## src/rtl/cim_core_req_pkg.sv

```systemverilog
// Shared types, address map and address decode for the CIM core request router.
package cim_core_req_pkg;

    typedef enum logic [2:0] {
        TGT_REGFILE = 3'd0,
        TGT_SRAM    = 3'd1,
        TGT_MACRO   = 3'd2,
        TGT_EDRAM   = 3'd3,
        TGT_DECERR  = 3'd4
    } tgt_e;

    localparam int NUM_SLV  = 4;
    localparam int DEC_AW   = 64;

    localparam logic [DEC_AW-1:0] SLV_BASE [NUM_SLV] = '{
        64'h0000_0000_2000_0000, 64'h0000_0000_2800_0000,
        64'h0000_0000_3000_0000, 64'h0000_0000_5000_0000
    };
    localparam logic [DEC_AW-1:0] SLV_LEN [NUM_SLV] = '{
        64'h0000_0000_0800_0000, 64'h0000_0000_0800_0000,
        64'h0000_0000_2000_0000, 64'h0000_0000_2000_0000
    };

    typedef struct packed {
        tgt_e              tgt;
        logic [DEC_AW-1:0] offset;
    } decode_t;

    // Address is zero-extended to 64 bits by the caller; windows never overlap.
    function automatic decode_t decode(input logic [DEC_AW-1:0] addr);
        decode_t res;
        res.tgt    = TGT_DECERR;
        res.offset = '0;
        for (int s = 0; s < NUM_SLV; s++) begin
            if (addr >= SLV_BASE[s] && addr < SLV_BASE[s] + SLV_LEN[s]) begin
                res.tgt    = tgt_e'(3'(s));
                res.offset = addr - SLV_BASE[s];
            end
        end
        return res;
    endfunction

endpackage

```

## src/rtl/cim_core_tgt_fifo.sv

```systemverilog
// In-order tracking FIFO of request targets; head is visible combinationally.
module cim_core_tgt_fifo
    import cim_core_req_pkg::*;
#(
    parameter int DEPTH = 4
) (
    input  logic                     clk_i,
    input  logic                     rst_i,
    input  logic                     push,
    input  tgt_e                     pushTgt,
    input  logic                     pop,
    output tgt_e                     headTgt,
    output logic                     full,
    output logic                     empty,
    output logic [$clog2(DEPTH):0]   count
);
    localparam int AW = $clog2(DEPTH);

    tgt_e         mem [DEPTH];
    logic [AW:0]  wrPtrReg;
    logic [AW:0]  rdPtrReg;

    always_ff @(posedge clk_i or posedge rst_i) begin
        if (rst_i) begin
            wrPtrReg <= '0;
            rdPtrReg <= '0;
        end else begin
            if (push && !full) wrPtrReg <= wrPtrReg + 1'b1;
            if (pop && !empty) rdPtrReg <= rdPtrReg + 1'b1;
        end
    end

    always_ff @(posedge clk_i) begin
        if (push && !full) mem[wrPtrReg[AW-1:0]] <= pushTgt;
    end

    // Extra pointer MSB distinguishes full from empty when the low bits match.
    assign empty   = (wrPtrReg == rdPtrReg);
    assign full    = (wrPtrReg[AW] != rdPtrReg[AW]) && (wrPtrReg[AW-1:0] == rdPtrReg[AW-1:0]);
    assign count   = wrPtrReg - rdPtrReg;
    assign headTgt = mem[rdPtrReg[AW-1:0]];

endmodule

```

## src/rtl/cim_core_req_demux.sv

```systemverilog
// Routes one request stream to the CIM core slaves and returns responses in request order.
module cim_core_req_demux
    import cim_core_req_pkg::*;
#(
    parameter int ADDR_W    = 64,
    parameter int DATA_W    = 64,
    parameter int MAX_OUTST = 4
) (
    input  logic                          clk_i,
    input  logic                          rst_i,
    input  logic                          req_valid_i,
    output logic                          req_ready_o,
    input  logic [ADDR_W-1:0]             req_addr_i,
    input  logic                          req_we_i,
    input  logic [DATA_W-1:0]             req_wdata_i,
    input  logic [DATA_W/8-1:0]           req_be_i,
    output logic [3:0]                    slv_req_valid_o,
    input  logic [3:0]                    slv_req_ready_i,
    output logic [ADDR_W-1:0]             slv_addr_o,
    output logic                          slv_we_o,
    output logic [DATA_W-1:0]             slv_wdata_o,
    output logic [DATA_W/8-1:0]           slv_be_o,
    input  logic [3:0]                    slv_rsp_valid_i,
    output logic [3:0]                    slv_rsp_ready_o,
    input  logic [3:0][DATA_W-1:0]        slv_rsp_rdata_i,
    input  logic [3:0]                    slv_rsp_err_i,
    output logic                          rsp_valid_o,
    input  logic                          rsp_ready_i,
    output logic [DATA_W-1:0]             rsp_rdata_o,
    output logic                          rsp_err_o,
    output logic [$clog2(MAX_OUTST):0]    outst_o
);
    decode_t dec;
    tgt_e    headTgt;
    logic    full;
    logic    empty;
    logic    push;
    logic    pop;
    logic    headIsErr;

    assign dec = decode(64'(req_addr_i));

    assign slv_addr_o  = ADDR_W'(dec.offset);
    assign slv_we_o    = req_we_i;
    assign slv_wdata_o = req_wdata_i;
    assign slv_be_o    = req_be_i;

    // DECERR requests are absorbed locally, so only real slaves can stall us.
    assign req_ready_o = !full && ((dec.tgt == TGT_DECERR) ? 1'b1 : slv_req_ready_i[dec.tgt[1:0]]);
    assign push        = req_valid_i && req_ready_o;

    assign headIsErr = (headTgt == TGT_DECERR);

    generate
        for (genvar gi = 0; gi < 4; gi++) begin : gSlv
            assign slv_req_valid_o[gi] = req_valid_i && !full && (dec.tgt == tgt_e'(3'(gi)));
            assign slv_rsp_ready_o[gi] = !empty && (headTgt == tgt_e'(3'(gi))) && rsp_ready_i;
        end
    endgenerate

    always_comb begin
        rsp_valid_o = 1'b0;
        rsp_rdata_o = '0;
        rsp_err_o   = 1'b0;
        if (!empty) begin
            if (headIsErr) begin
                rsp_valid_o = 1'b1;
                rsp_err_o   = 1'b1;
            end else begin
                rsp_valid_o = slv_rsp_valid_i[headTgt[1:0]];
                rsp_rdata_o = slv_rsp_rdata_i[headTgt[1:0]];
                rsp_err_o   = slv_rsp_err_i[headTgt[1:0]];
            end
        end
    end

    assign pop = rsp_valid_o && rsp_ready_i;

    cim_core_tgt_fifo #(
        .DEPTH (MAX_OUTST)
    ) uTgtFifo (
        .clk_i   (clk_i),
        .rst_i   (rst_i),
        .push    (push),
        .pushTgt (dec.tgt),
        .pop     (pop),
        .headTgt (headTgt),
        .full    (full),
        .empty   (empty),
        .count   (outst_o)
    );

endmodule

```

## config.mk

```make
export PLATFORM = sky130hd
export DESIGN_NAME = cim_core_req_demux
export DESIGN_NICKNAME = d
export VERILOG_FILES = /design/src/rtl/cim_core_req_pkg.sv /design/src/rtl/cim_core_tgt_fifo.sv /design/src/rtl/cim_core_req_demux.sv
export SDC_FILE = /design/constraint.sdc
export NUM_CORES = 1
export LEC_CHECK = 0
export BUFFER_PORTS_ARGS = -buffer_cell sky130_fd_sc_hd__buf_2
export CAP_MARGIN = 20
export CORE_AREA = 3 3 240 242
export DETAILED_ROUTE_END_ITERATION = 10
export DIE_AREA = 0 0 243 245
export GPL_TIMING_DRIVEN = 1
export PLACE_DENSITY_LB_ADDON = 0.08
export SYNTH_ARGS = -nofsm -noshare
export SYNTH_HDL_FRONTEND = slang
export SYNTH_SLANG_ARGS = --single-unit
```

## constraint.sdc

```tcl
create_clock -name clk_i -period 7.8 [get_ports clk_i]
set_input_delay 1.17 -clock clk_i [delete_from_list [all_inputs] [get_ports clk_i]]
set_output_delay 1.17 -clock clk_i [all_outputs]
set_load 0.02 [all_outputs]
```

# Word level (Yosys, flattened, before mapping)
# Memory sizes are Yosys's and may differ from the RTL's.
# Index checks and enable logic that the tools add are counted.
dict set report classes {
  addsub 7
  muxes 21
  magnitude_cmp 10
  eq_ne 11
  reduce_logical 27
}
# op n
set op_table {}
lappend op_table {{$mux W67} 4}
lappend op_table {{$ge A64 B30 Y1 const B} 3}
lappend op_table {{$mux W64} 3}
lappend op_table {{$sub A64 B30 Y64 const B} 3}
lappend op_table {{$bmux W64 S2} 1}
lappend op_table {{$lt A64 B30 Y1 const B} 2}
lappend op_table {{$lt A64 B31 Y1 const B} 2}
lappend op_table {{$ge A64 B31 Y1 const B} 1}
lappend op_table {{$sub A64 B31 Y64 const B} 1}
lappend op_table {{$logic_and A1 B1 Y1} 23}
lappend op_table {{$eq A3 B2 Y1 const B} 4}
lappend op_table {{$mux W1} 10}
lappend op_table {{$add A3 B1 Y3 const B} 2}
lappend op_table {{$bmux W1 S2} 3}
lappend op_table {{$eq A3 B1 Y1 const B} 2}
lappend op_table {{$eq A3 B3 Y1 const B} 2}
lappend op_table {{$logic_not A3 Y1} 2}
lappend op_table {{$lt A2 B3 Y1 const B} 2}
lappend op_table {{$eq A3 B3 Y1} 1}
lappend op_table {{$sub A3 B3 Y3} 1}
lappend op_table {{$eq A2 B2 Y1} 1}
lappend op_table {{$logic_not A1 Y1} 2}
lappend op_table {{$ne A1 B1 Y1} 1}
dict set report totals {
  memories 1
  mem_bits_rw 12
  ff_bits 6
  out_inout_bits 215
}
# memory depth word_bits rd rd_ports_with_merged_regs write_ports line
set memory_table {}
lappend memory_table {uTgtFifo.mem 4 3 1 0 1 cim_core_tgt_fifo.sv:19} ;# tgt_e mem [DEPTH];

# Longest topological paths before layout
dict set report logic_depth {
  word_depth 14
  depth_mapped 13
  depth_no_buf 10
}

# Modules after synthesis
# From an unflattened synthesis, not the netlist that was laid out.
dict set report hier_totals {
  cells_unflattened 553
  hier_area_um2 5333.9
}
# module area_each_um2 cells_per_inst n_inst
set modules_own_cells {}
lappend modules_own_cells {cim_core_req_demux 4440.5 492 1}
lappend modules_own_cells {cim_core_tgt_fifo 893.4 61 1}

# Least setup slack after synthesis
# No wires, ideal clock.
dict set report synth_path {
  kind {input to output}
  startpoint {in req_addr_i[30]}
  endpoint {out slv_addr_o[46]}
  arrival_time_ns 3.203
  required_ns 6.630
  path_slack_ns 3.427
  path_stages 13
  path_cell_list {clkbuf_1 inv_1 ha_1 and2_1 nand4_1 o31ai_1 and3_1 buf_4 a21oi_1 a21boi_4 buf_4 o32ai_1 buf_4}
}
# item line
set synth_lines {}
lappend synth_lines {{start, declared} cim_core_req_demux.sv:13} ;# input logic [ADDR_W-1:0] req_addr_i,
lappend synth_lines {{end, declared} cim_core_req_demux.sv:19} ;# output logic [ADDR_W-1:0] slv_addr_o,

# Worst setup path in the final report
dict set report layout_path {
  startpoint {in req_addr_i[18]}
  endpoint {out slv_addr_o[49]}
}
dict set report layout_between {
  elab_chain_len 6
  word_cells_on_any_way 20
}
# item line
set layout_lines {}
lappend layout_lines {{$ge A64 B30 Y1 or $lt A64 B30 Y1 (tied branches)} cim_core_req_pkg.sv:35} ;# if (addr >= SLV_BASE[s] && addr < SLV_BASE[s] + SLV_LEN[s]) begin
lappend layout_lines {{$logic_and A1 B1 Y1} cim_core_req_pkg.sv:35}
lappend layout_lines {{$mux W67 (3 in a row)} cim_core_req_pkg.sv:35}
lappend layout_lines {{$mux W67 *} cim_core_req_pkg.sv:35}
# Every way passes the cells marked *; elsewhere a longest branch is shown, timed or not.

==> flow_metrics.py <==
metrics = {
    "clock_network": {
        "cts_tree": "done",
        "cts.htree.levels": 1,
        "clock_sinks": 18,
        "post_cts_buffers": 0,
        "cts_made_buffers": 3,
        "insertion_delay_ns": 0.25,
        "ctsResizeCount": 0,
        "cts.clk_slew.worst_paths_ns": 0.05,
        "root_buffer": "clkbuf_16",
        "cts_hold_buf": 0,
        "clockBufferDepth": 2,
    },
    "flow_run": {
        "cap_viol_max_count": 0,
    },
    "grt": {
        "grtUsageTotal": 0.110,
        "first_global_vias": 5716,
        "grt_pass1_wl_mm": 46.9,
        "antenna_found_initial": 42,
        "overflow": 0,
        "grt_max_degree": 65,
    },
    "floorplan": {
        "die_w_um": 243,
        "core_mm2": 0.0553,
        "pin_count": 624,
        "dieArea_mm2": 0.0595,
        "dieHeight_um": 245,
        "rows": 86,
        "start_util": 0.0950,
    },
    "synth": {
        "ys_seq_elements": 18,
        "async_flop_share": 0.333,
        "synth_cells": 557,
        "ys.flop_type": "edfxtp_1",
        "synth.avg_cell_area_um2": 9.43,
        "yosysWarnings": 0,
        "synth_edf_count": 12,
        "yosysUniqueCellTypes": 58,
        "syn_area_mm2": 0.00525,
        "seq_area_frac_synth": 0.0972,
        "synth_nets": 984,
    },
    "final_layout": {
        "mostFrequentLayoutCells": "buf_2 (477), mux4_2 (65), nor2b_1 (65), and2_1 (32), o21ai_0 (21)",
        "layout-drive-gt1-share": 0.656,
        "final_common_cell": "buf_2",
        "final_util": 0.136,
        "synthToLayoutAreaGrowth_pct": 43.7,
        "nNetsFinal": 1295,
        "stdcell_count": 1637,
        "fin_area_mm2": 0.00755,
    },
    "sta": {
        "hold_slack_ns": 0.483,
        "tns_ns": 0,
        "setup_violations": 0,
        "worst_slew_pin_slew_ns": 0.961,
        "period_needed_ns": 5.57,
        "fin_skew_ns": 0.00177,
        "rsz0062_at_grt": "no",
        "fin_crit_sh": 0.714,
        "hold_violations": 0,
        "relSlewSlack": 0.360,
        "drv_slew": 0,
        "finalWorstSetupSlack_ns": 2.23,
        "fmax_mhz": 180,
    },
    "drt": {
        "drc": 0,
        "vias": 5678,
        "drtIter0Drc": 197,
        "avgViaCountPerCell": 3.47,
        "wire_per_inst_um": 21.4,
        "routed_wl_mm": 35.0,
        "drt-pass1-iter-count": 4,
        "ant_nets": 0,
    },
    "power_and_ir_drop": {
        "leakage_nw": 3.47,
        "irDropWorstVdd_mv": 0.231,
        "power_mw": 2.77,
        "powerDensity_mw_per_mm2": 367,
    },
    "critical_path": {
        "cpPeakStageDelay_ns": 0.80,
        "crit_type": "in -> out",
        "worstPathArrival_ns": 4.40,
        "crit_path_cell_trace": "buf_2 -> nor4_1 -> nand4b_1 -> o31ai_1 -> and3_1 -> nor2_2 -> a21oi_2 -> o21ai_0 -> buf_2",
        "cpMostUsedCell": "buf_2",
        "required_ns": 6.63,
        "path_max_fanout": 17,
        "critPathSlowestCell": "nor4_1",
        "end_kind": "output port",
        "critPathLaunchType": "input port",
    },
    "placed_design": {
        "port_buffers": 477,
        "dp_slack_ns": 2.00,
        "placed_area_mm2": 0.00741,
        "place_congestion": 0.909,
        "dp_hpwl_mm": 30.9,
        "dp_cells": 1611,
    },
    "min_path": {
        "worstHoldPathType": "reg -> reg",
    },
    "status": {
        "outcome": "finished, final reports clean",
    },
}
-- critical path: cells and delay by family --
kind | cells | cell delay (ns)
buffers and inverters | 2 | 0.35
AO/OA/AOI/OAI | 3 | 1.18
AND/OR/NAND/NOR | 4 | 1.69
-- worst paths after layout --
| check | startpoint | to | slack, ns | cells past startpoint |
|---|---|---|---|---|
| worst max register to register | uTgtFifo.rdPtrReg[0]$_DFFE_PP0P_ | uTgtFifo.rdPtrReg[1]$_DFFE_PP0P_ | 4.41 | 6 |
| max in group asynchronous | rst_i | uTgtFifo.rdPtrReg[0]$_DFFE_PP0P_ | 6.76 | 2 |
| worst min-delay path | uTgtFifo.wrPtrReg[2]$_DFFE_PP0P_ | uTgtFifo.wrPtrReg[2]$_DFFE_PP0P_ | 0.48 | 1 |
| worst max-delay path | req_addr_i[18] | slv_addr_o[49] | 2.23 | 9 |
| min in group asynchronous | rst_i | uTgtFifo.wrPtrReg[0]$_DFFE_PP0P_ | 0.84 | 2 |
| worst min register to register | uTgtFifo.wrPtrReg[2]$_DFFE_PP0P_ | uTgtFifo.wrPtrReg[2]$_DFFE_PP0P_ | 0.48 | 1 |
-- synthesized netlist by cell type, drive strengths merged, types with 3 or more instances --
cell type	count	share of area
nor2b	65	0.077
mux2i	4	0.0076
o21ai	23	0.022
nand2	18	0.013
or2	3	0.0041
inv	13	0.0093
ha	17	0.040
nand4	7	0.0083
a211oi	7	0.012
xor2	5	0.0083
clkbuf	22	0.016
nor3	5	0.0057
nor2	20	0.015
dfrtp	6	0.029
o32ai	16	0.027
a21oi	11	0.013
xnor2	4	0.0067
edfxtp	12	0.069
nand3	5	0.0048
and3	4	0.0048
nor4	14	0.020
and2	32	0.038
buf	151	0.21
mux4	67	0.29
-- cells by family after synthesis --
logic type | Yosys count | synth area share
simple gates | 182 | 0.205
fa+ha+maj | 18 | 0.0443
xor+xnor | 9 | 0.0150
flops | 18 | 0.0972
mux | 73 | 0.299
buf+inv | 187 | 0.238
compound gates | 70 | 0.102
-- metal layers --
layer | vias to the layer above | track usage | part of all wire
met5 | - | 0.00245 | 0.0033
met4 | 16 | 0.0195 | 0.031
met3 | 66 | 0.0434 | 0.10
met2 | 401 | 0.206 | 0.50
met1 | 2637 | 0.117 | 0.36
li1 | 2558 | - | -
-- sequential cells by signal, summed over array words and instances (netlist names) --
signal	flops
uTgtFifo.rdPtrReg	3
uTgtFifo.mem	12
uTgtFifo.wrPtrReg	3
-- layout make-up --
class	count	area, um^2
Tap cell	748	936
Inverter	14	57.6
Fill cell	6553	47800
Clock inverter	1	3.75
Multi-Input combinational cell	352	3510
Timing Repair Buffer	479	2400
Antenna cell	22	55.1
Sequential cell	18	510
Clock buffer	3	75.1
-- power breakdown --
part	leakage [nW]	switching [mW]	internal, mW
Combinational	3.25	1.52	0.981
Clock	0.0387	0.0330	0.0681
Sequential	0.178	0.0314	0.133
No activity file was read; power rests on OpenSTA's default activity.
